`src/rtl/ctrl_seq_bh.sv`:
```
// SAP-1 controller-sequencer: a six-state ring (T1..T6) that decodes the register control word.
// Latency: the strobes are combinational from the T register, the HALT register and OPCODE. T advances once per CLK.
// Backpressure: none. The ring free-runs until HLT freezes it, and only CLR releases the freeze.
//
// Ports:
//   CLK     system clock, rising edge
//   CLR     synchronous active-high reset; forces all strobes low while high
//   OPCODE  IR upper nibble, held stable from T4 through T6
//   T       one-hot ring state, T[0]=T1 .. T[5]=T6
//   CP/EP   PC increment / PC onto bus
//   LM      MAR load
//   CE      RAM onto bus
//   LI/EI   IR load / IR address nibble onto bus
//   LA/EA   A load / A onto bus
//   SU/EU   ALU subtract select / ALU onto bus
//   LB      B load
//   LO      OUT load
//   HALT    sticky halt flag
module ctrl_seq_bh #(
  parameter logic [3:0] OP_LDA = 4'h0,
  parameter logic [3:0] OP_ADD = 4'h1,
  parameter logic [3:0] OP_SUB = 4'h2,
  parameter logic [3:0] OP_OUT = 4'hE,
  parameter logic [3:0] OP_HLT = 4'hF
) (
  input  logic       CLK,
  input  logic       CLR,
  input  logic [3:0] OPCODE,
  output logic [5:0] T,
  output logic       CP,
  output logic       EP,
  output logic       LM,
  output logic       CE,
  output logic       LI,
  output logic       EI,
  output logic       LA,
  output logic       EA,
  output logic       SU,
  output logic       EU,
  output logic       LB,
  output logic       LO,
  output logic       HALT
);

  typedef enum logic [5:0] {
    T1 = 6'b000001,
    T2 = 6'b000010,
    T3 = 6'b000100,
    T4 = 6'b001000,
    T5 = 6'b010000,
    T6 = 6'b100000
  } ring_t;

  ring_t ring_q, ring_d;
  logic  halt_q, halt_d;

  always_ff @(posedge CLK) begin
    if (CLR) begin
      ring_q <= T1;
      halt_q <= 1'b0;
    end else begin
      ring_q <= ring_d;
      halt_q <= halt_d;
    end
  end

  always_comb begin
    ring_d = ring_q;
    halt_d = halt_q;
    CP = 1'b0; EP = 1'b0; LM = 1'b0; CE = 1'b0;
    LI = 1'b0; EI = 1'b0; LA = 1'b0; EA = 1'b0;
    SU = 1'b0; EU = 1'b0; LB = 1'b0; LO = 1'b0;

    // Ring advance. A halted ring holds its state and ignores OPCODE.
    if (!halt_q) begin
      case (ring_q)
        T1: ring_d = T2;
        T2: ring_d = T3;
        T3: ring_d = T4;
        // HLT parks the ring on T4. HALT then keeps it there.
        T4: if (OPCODE == OP_HLT) halt_d = 1'b1;
            else                  ring_d = T5;
        T5: ring_d = T6;
        T6: ring_d = T1;
        default: ring_d = T1;
      endcase
    end

    // Control word decode. CLR masks the strobes so that an aborted
    // instruction cannot disturb any register during the reset cycle.
    if (!CLR && !halt_q) begin
      case (ring_q)
        T1: begin EP = 1'b1; LM = 1'b1; end
        T2: CP = 1'b1;
        T3: begin CE = 1'b1; LI = 1'b1; end
        T4: begin
          if (OPCODE == OP_LDA || OPCODE == OP_ADD || OPCODE == OP_SUB) begin
            EI = 1'b1; LM = 1'b1;
          end else if (OPCODE == OP_OUT) begin
            EA = 1'b1; LO = 1'b1;
          end
        end
        T5: begin
          if (OPCODE == OP_LDA) begin
            CE = 1'b1; LA = 1'b1;
          end else if (OPCODE == OP_ADD || OPCODE == OP_SUB) begin
            CE = 1'b1; LB = 1'b1;
          end
        end
        T6: begin
          if (OPCODE == OP_ADD || OPCODE == OP_SUB) begin
            LA = 1'b1; EU = 1'b1;
            SU = (OPCODE == OP_SUB);
          end
        end
        default: ;
      endcase
    end

    T    = ring_q;
    HALT = halt_q;
  end

endmodule

```
`config.mk`:
```
export PLATFORM = sky130hd
export DESIGN_NAME = ctrl_seq_bh
export DESIGN_NICKNAME = d
export VERILOG_FILES = /design/src/rtl/ctrl_seq_bh.sv
export SDC_FILE = /design/constraint.sdc
export NUM_CORES = 1
export LEC_CHECK = 0
export BUFFER_PORTS_ARGS = -buffer_cell sky130_fd_sc_hd__buf_2
export CORE_AREA = 8 8 45 47
export DETAILED_ROUTE_END_ITERATION = 8
export DIE_AREA = 0 0 53 55
export PLACE_DENSITY = 0.71
export REMOVE_ABC_BUFFERS = 1
export SLEW_MARGIN = 0
export SYNTH_ARGS = -nofsm -noshare
export SYNTH_HDL_FRONTEND = slang
export SYNTH_SLANG_ARGS = --single-unit
```
`constraint.sdc`:
```
create_clock -name CLK -period 4.1 [get_ports CLK]
set_clock_uncertainty 0.2 [all_clocks]
set_input_delay 0.82 -clock CLK [delete_from_list [all_inputs] [get_ports CLK]]
set_output_delay 0.82 -clock CLK [all_outputs]
set_load 0.02 [all_outputs]
```
==> flow_summary.json, run 1 <==
{
  "drv_slew": 0,
  "setup.worst_path.start_class": "input pin",
  "rsz0062_at_grt": "false",
  "cts_made_buffers": 3,
  "min_period_over_period_pct": 70.05,
  "pre_cts_slack_ns": 1.245,
  "reg2reg_slack_ns": 2.57,
  "syn-mean-instance-area_um2": 7.993,
  "maxCapViolations": 0,
  "crit_required_ns": 3.08,
  "synth_most_common_cell": "nand2_1",
  "finalWeightedCongestion": 0.7680,
  "synth_cells": 67,
  "synth-seq-cells": 7,
  "finalCoreUtilization_pct": 49.46,
  "power_density_nw_per_um2": 281.2,
  "synth-seq-area-share_pct": 26.17,
  "dieArea_um2": 2915,
  "cts_sinks": 7,
  "cts_tree": "done",
  "ant_nets": 0,
  "tns_ns": 0,
  "fmax_ghz": 0.3482,
  "clk_latency_ns": 0.24,
  "switching_power_mw": 0.06269,
  "grt_overflow": 0,
  "worst_slew_pin_slew_ns": 0.4372,
  "mappedNetlistArea_um2": 535.5,
  "synth.top_cell.area_share_pct": 26.17,
  "timing.final.ws_setup_ns": 1.228,
  "fp.dieW_um": 53,
  "criticalPathCategory": "input pin to primary output",
  "clkTransAtPathRegs_ns": 0.05,
  "crit_fanout": 5,
  "core-area_um2": 1384,
  "synth-edff-count": 0,
  "grtUsageTotal_pct": 9.748,
  "syn_to_final_growth_pct": 27.80,
  "cp.arrival_ns": 1.85,
  "synth_simple_gate_area_share_pct": 44.63,
  "grt_pass1_wl_um": 2173,
  "n_antenna_cell": 0,
  "drcViolationCount": 0,
  "ir_worst_vdd_mv": 0.2111,
  "final_nets": 99,
  "num_vias": 577,
  "yosys_warnings": 0,
  "via_per_inst": 5.343,
  "sw_frac_of_total_pct": 32.57,
  "root_buffer": "clkbuf_4",
  "top_level_ports": 25,
  "yosysTopAreaCell": "dfxtp_1",
  "place_hpwl_um": 1136,
  "die_h_um": 55,
  "postSynth.asyncResetShare_pct": 0,
  "drt-total-wl_um": 1388,
  "synthMuxAreaShare_pct": 0,
  "post_cts_resized": 0,
  "synth_xor_area_share_pct": 1.636,
  "synth_top_family_by_area": "simple AND/OR/NAND/NOR gates",
  "synth_compound_area_share_pct": 22.20,
  "slew_headroom_pct": 70.58,
  "hp-class": "flip-flop to flip-flop",
  "synth_fa_ha_area_share_pct": 0,
  "hold_buffers": 0,
  "p_int_mw": 0.1298,
  "drive_above_1_share_pct": 36.96,
  "drt-initial-drc-count": 8,
  "setup_viol": 0,
  "finalHoldViolCount": 0,
  "h-tree-depth": 1,
  "p_leak_nw": 0.3132,
  "fp-row-count": 14,
  "wl_per_cell_um": 12.85,
  "outcome": "completed",
  "antenna_found_initial": 0,
  "period_minus_slack_ns": 2.872,
  "p_comb_share_pct": 26.6,
  "ys_top_cells_by_area": "dfxtp_1, nor4_4, nand2_1",
  "dr.pass1.iters": 4,
  "synthTopCellsByCount": "nand2_1, nor2_1, dfxtp_1",
  "end_kind": "primary output",
  "clockPowerShare_pct": 30.8,
  "cts.path.max_buffers": 2,
  "cts_setup_buffers": 0,
  "grt_pass1_vias": 493,
  "synth_ff_type": "dfxtp_1",
  "synth_cell_type_count": 30,
  "port_buffers": 24,
  "seqPwrFrac_pct": 42.5,
  "start_util_pct": 38.70,
  "grt_max_degree": 11
}
==> power groups by stage <==
stage          registers (mW)  clock network (mW)  logic, mW
6_report               0.0818              0.0593     0.0513
5_1_grt                0.0831              0.0662     0.0561
4_1_cts                0.0818              0.0626     0.0518
3_5_place_dp           0.0831                   0     0.0514
3_3_place_gp           0.0829                   0     0.0510
2_1_floorplan          0.0866                   0     0.0288
==> critical path, cell delays in order <==
cell and delay [ns]:
buf_2 0.13, nor4_1 0.44, nand2_1 0.15, o21ai_1 0.14, buf_2 0.17
==> metrics by stage <==
stage	hold WS [ns]	cell area (um2)	power, mW	cells
2_1_floorplan	0.3942	518.0	0.1155	64
3_3_place_gp	0.3438	658.1	0.1339	104
3_5_place_dp	0.3498	658.1	0.1345	104
4_1_cts	0.3571	684.4	0.1962	108
5_1_grt	0.3767	684.4	0.2054	108
6_report	0.3575	684.4	0.1924	108
==> sequential cells by signal, indices dropped and copies added, names as in the netlist <==
name,flops
T,6
HALT,1
==> logic make-up (layout without fill, tap and decap cells) <==
kind of cell	count (synthesis)	after routing
AOI/OAI and AO/OA	15	15
DFF	7	7
buffers and inverters	6	31
xor gates and xnor gates	1	1
and+or+nand+nor	38	38
==> area by class of cell <==
cell class | count | area, um2
Fill cell | 147 | 699.4
Multi-Input combinational cell | 54 | 366.6
Sequential cell | 7 | 140.1
Timing Repair Buffer | 24 | 120.1
Clock buffer | 4 | 26.28
Tap cell | 16 | 20.02
Inverter | 3 | 11.26
==> final timing paths <==
check	startpoint	end	cells after the start
min	T[5]	T[5]	2
max	OPCODE[3]	LM	5
max reg2reg	T[4]	T[3]	3
min reg2reg	T[5]	T[5]	2
==> cells in the final DEF, fill, tap and decap left out, types with 2 or more instances in the layout <==
cell      count
nor3_1        3
dfxtp_1       7
nor2_1        8
buf_2        24
nand3_1       2
nand2_1      11
o21ai_1       3
o31ai_2       2
nor2b_1       5
nor4_4        2
inv_1         3
clkbuf_4      3
==> routing by layer <==
metal / vias up / routed length (um) / global-route usage [%]
met5: - / 0 / 0
met4: 0 / 0 / 5.172
met3: 0 / 115 / 1.604
met1: 259 / 585 / 11.16
li1: 297 / - / -
met2: 21 / 688 / 16.99
Power figures use the tool's default switching activity.
==> run 2: changes to the inputs <==
Settings changed: ABC_AREA from default to 1, PLACE_DENSITY 0.71 to 0.73.
Clock period 4.1 ns to 2.95 ns, I/O delays scaled along.
==> run 2 against run 1 <==
Against the previous run: routed wire length grew 5.2%; die area is the same; utilization grew 3.3 points; largest cell class unchanged; combinational power grew 53%; critical path type unchanged; setup slack lost 0.65 ns; register-to-register slack lost 0.96 ns; global-route usage grew 0.42 points; area after synthesis grew 6.8%.
==> flow_summary.json, run 2 <==
{
  "top_level_ports": 25,
  "setup.worst_path.start_class": "input pin",
  "p_leak_nw": 0.4267,
  "clk_latency_ns": 0.25,
  "hp-class": "input pin to flip-flop",
  "wl_met3_um": 131,
  "synthTopCellsByCount": "nand2_1, nor2_1, inv_1",
  "core-area_um2": 1384,
  "antenna_found_initial": 0,
  "synth.top_cell.area_share_pct": 24.51,
  "dr.max_layer_used": "met4",
  "synth-edff-count": 0,
  "layout_commonest_cell": "nand2_1",
  "drt-total-wl_um": 1460,
  "syn_to_final_growth_pct": 27.79,
  "ant_nets": 0,
  "finalHoldViolCount": 0,
  "drive_above_1_share_pct": 36.44,
  "layout_common_cells": "nand2_1, buf_2, nor2_1, inv_1, dfxtp_1",
  "root_buffer": "clkbuf_4",
  "place_hpwl_um": 1248,
  "cp.arrival_ns": 1.58,
  "tns_ns": 0,
  "synth_cell_type_count": 21,
  "fp.dieW_um": 53,
  "ys_top_cells_by_area": "dfxtp_1, nand2_1, nor2_1",
  "timing.final.ws_setup_ns": 0.5826,
  "clkTransAtPathRegs_ns": 0.05,
  "drt-initial-drc-count": 6,
  "pre_cts_slack_ns": 0.5677,
  "synth-seq-area-share_pct": 24.51,
  "synth-seq-cells": 7,
  "crit_required_ns": 2.16,
  "cts.path.max_buffers": 2,
  "grt_overflow": 0,
  "fmax_ghz": 0.4224,
  "wl_per_cell_um": 10.90,
  "grt_pass1_wl_um": 2297,
  "cts_tree": "done",
  "hold_buffers": 0,
  "cts_setup_buffers": 0,
  "yosysTopAreaCell": "dfxtp_1",
  "cts_sinks": 7,
  "yosys_warnings": 0,
  "ir_worst_vdd_mv": 0.2639,
  "largest_reg_flops": 6,
  "met1_length_um": 626,
  "end_kind": "primary output",
  "dr.pass1.iters": 4,
  "period_minus_slack_ns": 2.367,
  "die_h_um": 55,
  "postSynth.asyncResetShare_pct": 0,
  "rsz0062_at_grt": "false",
  "synth_ff_type": "dfxtp_1",
  "grtUsageTotal_pct": 10.17,
  "drcViolationCount": 0,
  "slew_headroom_pct": 80.83,
  "criticalPathCategory": "input pin to primary output",
  "h-tree-depth": 1,
  "synth_most_common_cell": "nand2_1",
  "final_nets": 125,
  "cts_made_buffers": 3,
  "mappedNetlistArea_um2": 571.8,
  "n_antenna_cell": 0,
  "crit_fanout": 8,
  "via_per_inst": 4.716,
  "port_buffers": 24,
  "power_density_nw_per_um2": 375.9,
  "num_vias": 632,
  "grt_max_degree": 11,
  "maxCapViolations": 0,
  "met2_length_um": 688,
  "finalWeightedCongestion": 0.8224,
  "worst_slew_pin_slew_ns": 0.2850,
  "start_util_pct": 41.32,
  "syn-mean-instance-area_um2": 6.283,
  "post_cts_resized": 0,
  "fp-row-count": 14,
  "synth_cells": 91,
  "min_period_over_period_pct": 80.25,
  "setup_viol": 0,
  "outcome": "completed",
  "drv_slew": 0,
  "dieArea_um2": 2915,
  "grt_pass1_vias": 558
}
## run 2: cell types whose count changed in the layout (fill, tap and decap cells not counted), moves of 2 or more
cell / change
nor2_4: +3
nor2b_1: -5
inv_2: +5
a21oi_1: +2
nand2_4: +2
o31ai_2: -2
nor3_1: -2
nor2_1: +8
nand2_1: +15
nand4_1: +4
nor4_4: -2
inv_1: +7
## run 2: stage by stage
step	hold slack (ns)	utilization, %	cell area [um2]	std cells	total power [mW]
detailed placement	0.3557	50.90	704.4	130	0.1933
CTS	0.3101	52.80	730.7	134	0.2808
finish	0.3202	52.80	730.7	134	0.2747
global route	0.3099	52.80	730.7	134	0.2929
global placement	0.3480	50.90	704.4	130	0.1909
floorplan	0.4039	-	564.3	90	0.1685
## run 2: kinds of logic (layout without fill, tap and decap cells)
kind of cell	Yosys count	in the layout	synth area share (%)
and+or+nand+nor	60	60	54.48
buffers and inverters	16	43	11.16
AOI/OAI and AO/OA	8	8	9.848
DFF	7	7	24.51
## run 2: final timing paths
kind / to / slack, ns / start / cells past startpoint
worst max-delay path: EA / 0.58 / CLR / 5
worst min-delay path: HALT / 0.32 / CLR / 2
worst max register to register: T[2] / 1.61 / T[3] / 8
worst min register to register: T[4] / 0.36 / T[4] / 2
## run 2: power by group
group	total [mW]	leakage, nW	internal [mW]	switching, mW
combinational	0.0786	0.355	0.0270	0.0516
clock	0.0838	0.0150	0.0514	0.0324
sequential	0.112	0.0570	0.100	0.0118
total	0.275	0.427	0.179	0.0958
## run 2: final cells by class
type,instances,area [um2]
Fill cell,169,653.1
Multi-Input combinational cell,68,367.9
Sequential cell,7,140.1
Timing Repair Buffer,24,120.1
Inverter,15,56.30
Clock buffer,4,26.28
Tap cell,16,20.02
## run 2: worst max-delay path, stage by stage
cell	delay [ns]
buf_2	0.11
inv_2	0.10
nand2_1	0.18
nor4_1	0.36
buf_2	0.23
## run 2: routing by layer
metal	GRT usage [%]	vias up
li1	-	346
met1	11.72	268
met2	16.60	16
met3	1.604	2
met4	7.759	0
met5	0	-
